===== config.mk =====
export PLATFORM = sky130hd
export DESIGN_NAME = mem_stage_ctrl
export DESIGN_NICKNAME = d
export VERILOG_FILES = /design/src/rtl/mem_stage_ctrl.sv
export SDC_FILE = /design/constraint.sdc
export NUM_CORES = 1
export LEC_CHECK = 0
export ABC_AREA = 1
export BUFFER_PORTS_ARGS = -buffer_cell sky130_fd_sc_hd__buf_4
export CAP_MARGIN = 15
export CORE_AREA = 2 2 140 129
export DETAILED_ROUTE_END_ITERATION = 8
export DIE_AREA = 0 0 142 131
export GPL_TIMING_DRIVEN = 1
export PLACE_DENSITY = 0.76
export SLEW_MARGIN = 20
export SYNTH_ARGS = -nofsm -noshare
export SYNTH_HDL_FRONTEND = slang
export SYNTH_SLANG_ARGS = --single-unit

===== constraint.sdc =====
create_clock -name clk -period 1.75 [get_ports clk]
set_input_delay 0.35 -clock clk [delete_from_list [all_inputs] [get_ports clk]]
set_output_delay 0.35 -clock clk [all_outputs]
set_load 0.03 [all_outputs]

===== src/rtl/mem_stage_ctrl.sv =====
// MEM stage controller: issues loads/stores on a req/ack data bus, stalls while
// an access is outstanding, extends load data and registers the WB bundle.
module mem_stage_ctrl #(
  parameter int unsigned MEM_TIMEOUT = 16
) (
  input  logic        clk,
  input  logic        rst_n,
  input  logic        in_valid,
  input  logic        flush,
  input  logic        in_RegWrite,
  input  logic        in_MemWrite,
  input  logic        in_MemRead,
  input  logic        in_MemToReg,
  input  logic [1:0]  in_load_mode,
  input  logic [4:0]  in_writebackDestination,
  input  logic [31:0] in_aluResult,
  input  logic [31:0] in_rt,
  input  logic [31:0] in_pc,
  input  logic        in_branch,
  input  logic        in_zero,
  output logic        dmem_req,
  output logic        dmem_we,
  output logic [31:0] dmem_addr,
  output logic [31:0] dmem_wdata,
  output logic [3:0]  dmem_be,
  input  logic        dmem_ack,
  input  logic [31:0] dmem_rdata,
  output logic        stall,
  output logic        pc_src,
  output logic [31:0] branch_target,
  output logic        wb_valid,
  output logic        wb_RegWrite,
  output logic        wb_MemToReg,
  output logic [4:0]  wb_dest,
  output logic [31:0] wb_alu_result,
  output logic [31:0] wb_read_data,
  output logic        mem_err
);

  localparam int unsigned CW = $clog2(MEM_TIMEOUT);
  localparam logic [CW-1:0] CNT_LAST = CW'(MEM_TIMEOUT - 1);

  typedef enum logic [0:0] {IDLE = 1'b0, ACCESS = 1'b1} state_t;

  state_t        state_r, state_s;
  logic [CW-1:0] cnt_r, cnt_s;
  logic          rd_r, rd_s, kill_r, kill_s;
  logic          regwrite_r, regwrite_s, memtoreg_r, memtoreg_s;
  logic [1:0]    mode_r, mode_s, lane_r, lane_s;
  logic [4:0]    dest_r, dest_s;
  logic [31:0]   alu_r, alu_s;
  logic          req_s, we_s;
  logic [31:0]   addr_s, wdata_s;
  logic [3:0]    be_s;
  logic          wb_valid_s, wb_regwrite_s, wb_memtoreg_s, err_s;
  logic [4:0]    wb_dest_s;
  logic [31:0]   wb_alu_s, wb_rdata_s;
  logic          mem_op_s, misalign_s;

  // Store mode 1x is a byte, so the access size decodes the same way for loads and stores.
  function automatic logic [3:0] store_be(input logic [1:0] mode, input logic [1:0] a);
    logic [3:0] be;
    case (mode)
      2'b00:   be = 4'b1111;
      2'b01:   be = a[1] ? 4'b1100 : 4'b0011;
      default: be = 4'b0001 << a;
    endcase
    return be;
  endfunction

  function automatic logic [31:0] store_wdata(input logic [1:0] mode, input logic [31:0] rt);
    logic [31:0] w;
    case (mode)
      2'b00:   w = rt;
      2'b01:   w = {2{rt[15:0]}};
      default: w = {4{rt[7:0]}};
    endcase
    return w;
  endfunction

  function automatic logic [31:0] load_extract(input logic [1:0] mode, input logic [1:0] a,
                                               input logic [31:0] rdata);
    logic [7:0]  b;
    logic [15:0] h;
    logic [31:0] r;
    b = 8'(rdata >> {a, 3'b000});
    h = a[1] ? rdata[31:16] : rdata[15:0];
    case (mode)
      2'b00:   r = rdata;
      2'b01:   r = {{16{h[15]}}, h};
      2'b10:   r = {{24{b[7]}}, b};
      default: r = {24'h000000, b};
    endcase
    return r;
  endfunction

  assign mem_op_s   = in_valid & ~flush & (in_MemRead | in_MemWrite);
  assign misalign_s = ((in_load_mode == 2'b00) & (in_aluResult[1:0] != 2'b00)) |
                      ((in_load_mode == 2'b01) & in_aluResult[0]);
  assign stall         = (state_r == ACCESS) | ((state_r == IDLE) & mem_op_s & ~misalign_s);
  assign pc_src        = in_valid & ~flush & in_branch & in_zero & ~stall;
  assign branch_target = in_pc;

  // Next-state and next-register values for the FSM, bus and WB bundle.
  always_comb begin
    state_s = state_r;   cnt_s = cnt_r;
    rd_s = rd_r;         kill_s = kill_r;
    regwrite_s = regwrite_r; memtoreg_s = memtoreg_r;
    mode_s = mode_r;     lane_s = lane_r;
    dest_s = dest_r;     alu_s = alu_r;
    req_s = dmem_req;    we_s = dmem_we;
    addr_s = dmem_addr;  wdata_s = dmem_wdata; be_s = dmem_be;
    wb_valid_s = 1'b0;   wb_regwrite_s = wb_RegWrite; wb_memtoreg_s = wb_MemToReg;
    wb_dest_s = wb_dest; wb_alu_s = wb_alu_result;    wb_rdata_s = wb_read_data;
    err_s = mem_err;
    case (state_r)
      IDLE: begin
        if (mem_op_s && !misalign_s) begin
          state_s    = ACCESS;
          cnt_s      = '0;
          rd_s       = in_MemRead;
          kill_s     = 1'b0;
          regwrite_s = in_RegWrite;
          memtoreg_s = in_MemToReg;
          mode_s     = in_load_mode;
          lane_s     = in_aluResult[1:0];
          dest_s     = in_writebackDestination;
          alu_s      = in_aluResult;
          req_s      = 1'b1;
          we_s       = ~in_MemRead;
          addr_s     = {in_aluResult[31:2], 2'b00};
          be_s       = in_MemRead ? 4'b1111 : store_be(in_load_mode, in_aluResult[1:0]);
          wdata_s    = in_MemRead ? 32'h0000_0000 : store_wdata(in_load_mode, in_rt);
        end else if (mem_op_s) begin
          err_s         = 1'b1;
          wb_valid_s    = 1'b1;
          wb_regwrite_s = 1'b0;
          wb_memtoreg_s = in_MemToReg;
          wb_dest_s     = in_writebackDestination;
          wb_alu_s      = in_aluResult;
          wb_rdata_s    = 32'h0000_0000;
        end else if (in_valid && !flush) begin
          wb_valid_s    = 1'b1;
          wb_regwrite_s = in_RegWrite;
          wb_memtoreg_s = in_MemToReg;
          wb_dest_s     = in_writebackDestination;
          wb_alu_s      = in_aluResult;
          wb_rdata_s    = 32'h0000_0000;
        end else begin
          wb_valid_s = 1'b0;
        end
      end
      ACCESS: begin
        kill_s = kill_r | flush;
        if (dmem_ack) begin
          state_s       = IDLE;
          req_s         = 1'b0;
          we_s          = 1'b0;
          wb_valid_s    = 1'b1;
          wb_regwrite_s = regwrite_r & ~kill_r & ~flush;
          wb_memtoreg_s = memtoreg_r;
          wb_dest_s     = dest_r;
          wb_alu_s      = alu_r;
          wb_rdata_s    = rd_r ? load_extract(mode_r, lane_r, dmem_rdata) : 32'h0000_0000;
        end else if (cnt_r == CNT_LAST) begin
          // Abort: the slave never answered, so the bundle retires without a write.
          state_s       = IDLE;
          req_s         = 1'b0;
          we_s          = 1'b0;
          err_s         = 1'b1;
          wb_valid_s    = 1'b1;
          wb_regwrite_s = 1'b0;
          wb_memtoreg_s = memtoreg_r;
          wb_dest_s     = dest_r;
          wb_alu_s      = alu_r;
          wb_rdata_s    = 32'h0000_0000;
        end else begin
          cnt_s = cnt_r + CW'(1);
        end
      end
      default: begin
        state_s = IDLE;
        req_s   = 1'b0;
        we_s    = 1'b0;
      end
    endcase
  end

  // State, capture and output registers.
  always_ff @(posedge clk or negedge rst_n) begin
    if (!rst_n) begin
      state_r <= IDLE;   cnt_r <= '0;
      rd_r <= 1'b0;      kill_r <= 1'b0;
      regwrite_r <= 1'b0; memtoreg_r <= 1'b0;
      mode_r <= 2'b00;   lane_r <= 2'b00;
      dest_r <= 5'd0;    alu_r <= 32'h0000_0000;
      dmem_req <= 1'b0;  dmem_we <= 1'b0;
      dmem_addr <= 32'h0000_0000; dmem_wdata <= 32'h0000_0000; dmem_be <= 4'b0000;
      wb_valid <= 1'b0;  wb_RegWrite <= 1'b0; wb_MemToReg <= 1'b0;
      wb_dest <= 5'd0;   wb_alu_result <= 32'h0000_0000; wb_read_data <= 32'h0000_0000;
      mem_err <= 1'b0;
    end else begin
      state_r <= state_s;  cnt_r <= cnt_s;
      rd_r <= rd_s;        kill_r <= kill_s;
      regwrite_r <= regwrite_s; memtoreg_r <= memtoreg_s;
      mode_r <= mode_s;    lane_r <= lane_s;
      dest_r <= dest_s;    alu_r <= alu_s;
      dmem_req <= req_s;   dmem_we <= we_s;
      dmem_addr <= addr_s; dmem_wdata <= wdata_s; dmem_be <= be_s;
      wb_valid <= wb_valid_s; wb_RegWrite <= wb_regwrite_s; wb_MemToReg <= wb_memtoreg_s;
      wb_dest <= wb_dest_s; wb_alu_result <= wb_alu_s; wb_read_data <= wb_rdata_s;
      mem_err <= err_s;
    end
  end

endmodule


# --- After elaboration in Yosys (flattened, before gate mapping) ---
# Cells that the tools add are included.
op_classes:
  add_sub_neg: 1
  n_eq_ne: 12
  shift: 2
  muxes: 64
  bitwise_logic: 21
  reduce_logical: 12
op_table:
  columns: ["op", "count"]
  rows:
  - ["$mux 32", 12]
  - ["$pmux 32 s2", 3]
  - ["$pmux 32 s3", 1]
  - ["$shr 32x5->8", 1]
  - ["$mux 1", 26]
  - ["$mux 5", 5]
  - ["$mux 4", 5]
  - ["$mux 16", 1]
  - ["$pmux 1 s2", 8]
  - ["$pmux 4 s2", 2]
  - ["$and 1x1->1", 11]
  - ["$pmux 5 s2", 1]
  - ["$ne 2x2->1 const B", 4]
  - ["$ne 3x2->1 const B", 2]
  - ["$not 1->1", 6]
  - ["$reduce_and 3->1", 2]
  - ["$add 4x1->4 const B", 1]
  - ["$eq 2x1->1 const B", 2]
  - ["$eq 4x4->1 const B", 1]
  - ["$logic_not 2->1", 2]
  - ["$ne 2x1->1 const B", 2]
  - ["$or 1x1->1", 4]
  - ["$reduce_and 2->1", 2]
  - ["$reduce_and 4->1", 1]
  - ["other kinds (5)", 7]
word_totals:
  register_bits: 191
  input_bits: 146

# --- Logic depth before layout (Yosys ltp) ---
logic_depth:
  word_depth: 8
  mapped_depth: 10

# --- Worst setup path after synthesis ---
# No wires, ideal clock.
synth_path:
  path_type: "input to output"
  start: "input port in_load_mode[1]"
  end: "output port pc_src"
  arrival_ns: 1.494
  required_ns: 1.400
  setup_slack_ns: -0.094
  stages: 6
  path_buffers: 1
  cell_sequence: "nor2_1 -> nand2_1 -> nand3_1 -> nand3_2 -> buf_2 -> nor2_1"
synth_via:
  elab_chain_len: 8
synth_rtl:
  columns: ["item", "line", "rtl"]
  rows:
  - ["start, declared", "14", "input logic [1:0] in_load_mode,"]
  - ["$eq 2x1->1 or $logic_not 2->1 (tied branches)", "99, 98", null]
  - ["$and 1x1->1, on equally long branches", "99, 98", null]
  - ["$or 1x1->1 *", "98", "assign misalign_s = ((in_load_mode == 2'b00) & (in_aluResult[1:0] != 2'b00)) |"]
  - ["$not 1->1 *", "100", "assign stall = (state_r == ACCESS) | ((state_r == IDLE) & mem_op_s & ~misalign_s);"]
  - ["$and 1x1->1 *", "100", null]
  - ["$or 1x1->1 *", "100", null]
  - ["$not 1->1 *", "101", "assign pc_src = in_valid & ~flush & in_branch & in_zero & ~stall;"]
  - ["$and 1x1->1 *", "101", null]
  - ["end, declared", "29", "output logic pc_src,"]
# Mark *: on every way between the ends. The rest lies on a longest branch, timed or not.

# --- Worst setup path after layout ---
layout_path:
  start: "register state_r"
  end: "output port pc_src"
layout_via:
  elab_chain_len: 6
layout_rtl:
  columns: ["item", "line", "rtl"]
  rows:
  - ["start, declared", "45", "state_t state_r, state_s;"]
  - ["start signal, assigned", "203", "state_r <= state_s; cnt_r <= cnt_s;"]
  - ["$not 1->1 (no line)", null, null]
  - ["$and 1x1->1 (2 in a row)", "100", null]
  - ["$or 1x1->1 *", "100", null]
  - ["$not 1->1 *", "101", null]
  - ["$and 1x1->1 *", "101", null]
# Marked as above.

==> results_dict.tcl <==
set metrics [dict create \
    rsz0062_at_grt "no" \
    grt_max_degree 73 \
    crit_buf_inv 2 \
    groute.usage.overall 0.251 \
    mostFrequentLayoutCell "nand2_1" \
    setup_violations 0 \
    clock_latency_ps 420 \
    die_w_um 142 \
    finalCritPeriodShare 0.962 \
    maxCapViolations 0 \
    root_buffer "clkbuf_16" \
    yosys_warnings 0 \
    n_antenna_cell 0 \
    status "complete, no violations" \
    finalHoldViolations 0 \
    yosysUniqueCellTypes 33 \
    rows 46 \
    synth-seq-cells 159 \
    die_h_um 131 \
    portBuffers 256 \
    drive_above_1_share 0.275 \
    avgSynthCellArea_um2 7.62 \
    synthesis.area_um2 8270 \
    htree_levels 4 \
    grt_overflow 0 \
    yosysSeqAreaShare 0.481 \
    startpoint_type "register" \
    clk_path_buf_depth 2 \
    clkTransAtPathRegs_ps 60 \
    final_cell_mix "nand2_1, buf_4, dfrtp_1" \
    postRouteWirelength_um 23400 \
    vias 7774 \
    routabilityCongestion 0.888 \
    slowest_delay_ps 430 \
    cts_buffers 17 \
    vias_per_cell 5.13 \
    relSlewSlack 0.531 \
    critical_path_class "reg2out" \
    worstSetupEndpointType "output port" \
    drtAntennaViolNets 0 \
    layout.nets 1432 \
    hold_class "in2reg" \
    powerDensity_nw_per_um2 1320 \
    final.fill_count 1531 \
    area_growth_pct 29.9 \
    cts_tree "built" \
    tightest_slew_ps 703 \
    grt_pass1_wl_um 36700 \
    synth_cells 1085 \
    slew_viol_final 0 \
    cp_max_fo 7 \
    core_area_um2 17200 \
    drc 0 \
    crit_chain "inv_4, nand3_4, nor2_2, buf_4" \
    die_area_um2 18600 \
    place.detailed.hpwl_um 17100 \
    worst_ep_arrival_time_ps 1330 \
    ios 323 \
    fin_crit_ps 1680 \
    crit_required_ps 1400 \
    clkSinkCount 159 \
    grt_pass1_vias 7303 \
    clock_skew_ps 7.56 \
    worst_hold_slack_ps 153 \
    crit_slowest_cell "dfrtp_2" \
    power_leakage_uw 0.00596 \
    drt_iter0_drc 532 \
    fin_ws_ps 67.4 \
    dp_cells 1478 \
    post-place-ws_ps -43.6 \
    dr.pass1.iters 5 \
    grt_antenna_before_repair 0 \
    max_clock_freq_mhz 594 \
    ir_worst_vdd_mv 0.672 \
    start_util 0.481 \
    wl_per_cell_um 15.4 \
    fin_cells 1514 \
    crit_family "flip-flops" \
]
## metal layers
metal  routed length [um]  global-route usage
met1                 9510               0.315
met2                11300               0.419
met3                 2200              0.0776
met4                  409              0.0753
met5                    0                   0
## worst min-delay path: stages
cell     delay (ps)
buf_4            90
nand2_1          50
nand2_1          50
## power by group
part           total (uW)  internal (uW)  switching (uW)
clock                3810           2290            1520
combinational        5330           1950            3380
sequential           5100           4520             578
total               14200           8760            5470
## path summary, 6_finish.rpt
check	startpoint	end	slack, ps	depth (start not counted)
max	state_r	pc_src	70	4
min	in_RegWrite	regwrite_r	150	3
max reg2reg	cnt_r[0]	wb_alu_result[23]	150	7
min reg2reg	dmem_wdata[8]	dmem_wdata[8]	480	2
max in group asynchronous	rst_n	wb_alu_result[29]	720	3
min in group asynchronous	rst_n	dmem_wdata[27]	440	2
## Yosys cell counts
master    number  area share
xnor2_1        1      0.0011
mux2i_1        1      0.0012
a21oi_1       12      0.0073
nor2_4         2      0.0027
o21bai_1       1     0.00091
nor2_8         1      0.0024
o21ai_0       97       0.059
clkinv_1       2     0.00091
o21a_1         1     0.00091
nand3_2        1      0.0012
nand2_2        5      0.0038
o22ai_1        8      0.0061
buf_4         73       0.066
a22oi_1        1     0.00091
inv_1         74       0.034
buf_1          6      0.0027
nor3_1         2      0.0012
clkbuf_1      20      0.0091
nand4_1        1     0.00076
o211ai_1       1     0.00091
conb_1         1     0.00045
a21oi_2        1      0.0011
o21ai_2        6      0.0064
nor2_2         1     0.00076
buf_6          7      0.0095
inv_2          3      0.0014
dfrtp_1      159        0.48
nor2_1        53       0.024
ha_1           1      0.0015
nand3_1      113       0.068
nand2_1      378        0.17
buf_2         17       0.010
o21ai_1       35       0.021
## kinds of logic after synthesis
logic type	Yosys count	synth area share
mux	1	0.00121
fa+ha+maj	1	0.00151
xor+xnor	1	0.00106
simple gates	557	0.277
compound gates	163	0.104
buf+inv	202	0.134
flops	159	0.481
other cells	1	0.000453
## sequential cells by signal (all words and copies together) (netlist names)
signal / flops
dmem_wdata: 32
wb_dest: 5
dest_r: 5
dmem_req: 1
regwrite_r: 1
cnt_r: 4
wb_read_data: 32
wb_RegWrite: 1
alu_r: 31
dmem_we: 1
lane_r: 1
wb_alu_result: 32
state_r: 1
wb_MemToReg: 1
rd_r: 1
wb_valid: 1
mem_err: 1
memtoreg_r: 1
dmem_be: 4
mode_r: 2
kill_r: 1
## per-stage QoR
step / power [uW] / setup TNS (ps) / cell area (um2) / util
3_5_place_dp: 10500 / -313 / 10100 / 0.586
3_3_place_gp: 10300 / -44.0 / 10100 / 0.586
5_1_grt: 15000 / 0 / 10700 / 0.625
2_1_floorplan: 8660 / 0 / 8280 / -
6_report: 14200 / 0 / 10700 / 0.625
4_1_cts: 14300 / 0 / 10700 / 0.624
## repair_timing
item / CTS / global route
setup endpoints to repair: 1 / 25
hold endpoints to repair: 40 / 0
buffers inserted: 3 / 0
resized for setup: 3 / 2
hold buffers: 1 / 0
pin swaps: 0 / 0
## area by class of cell
cell class	instances	area [um2]	area share
timing repair buffer	303	2380	0.222
inverter	79	300	0.0279
sequential	159	3980	0.370
clock buffer	19	443	0.0412
clock inverter	13	163	0.0151
multi-input combinational	725	3210	0.298
tap	216	270	0.0251
(Power assumes the default switching activity.)
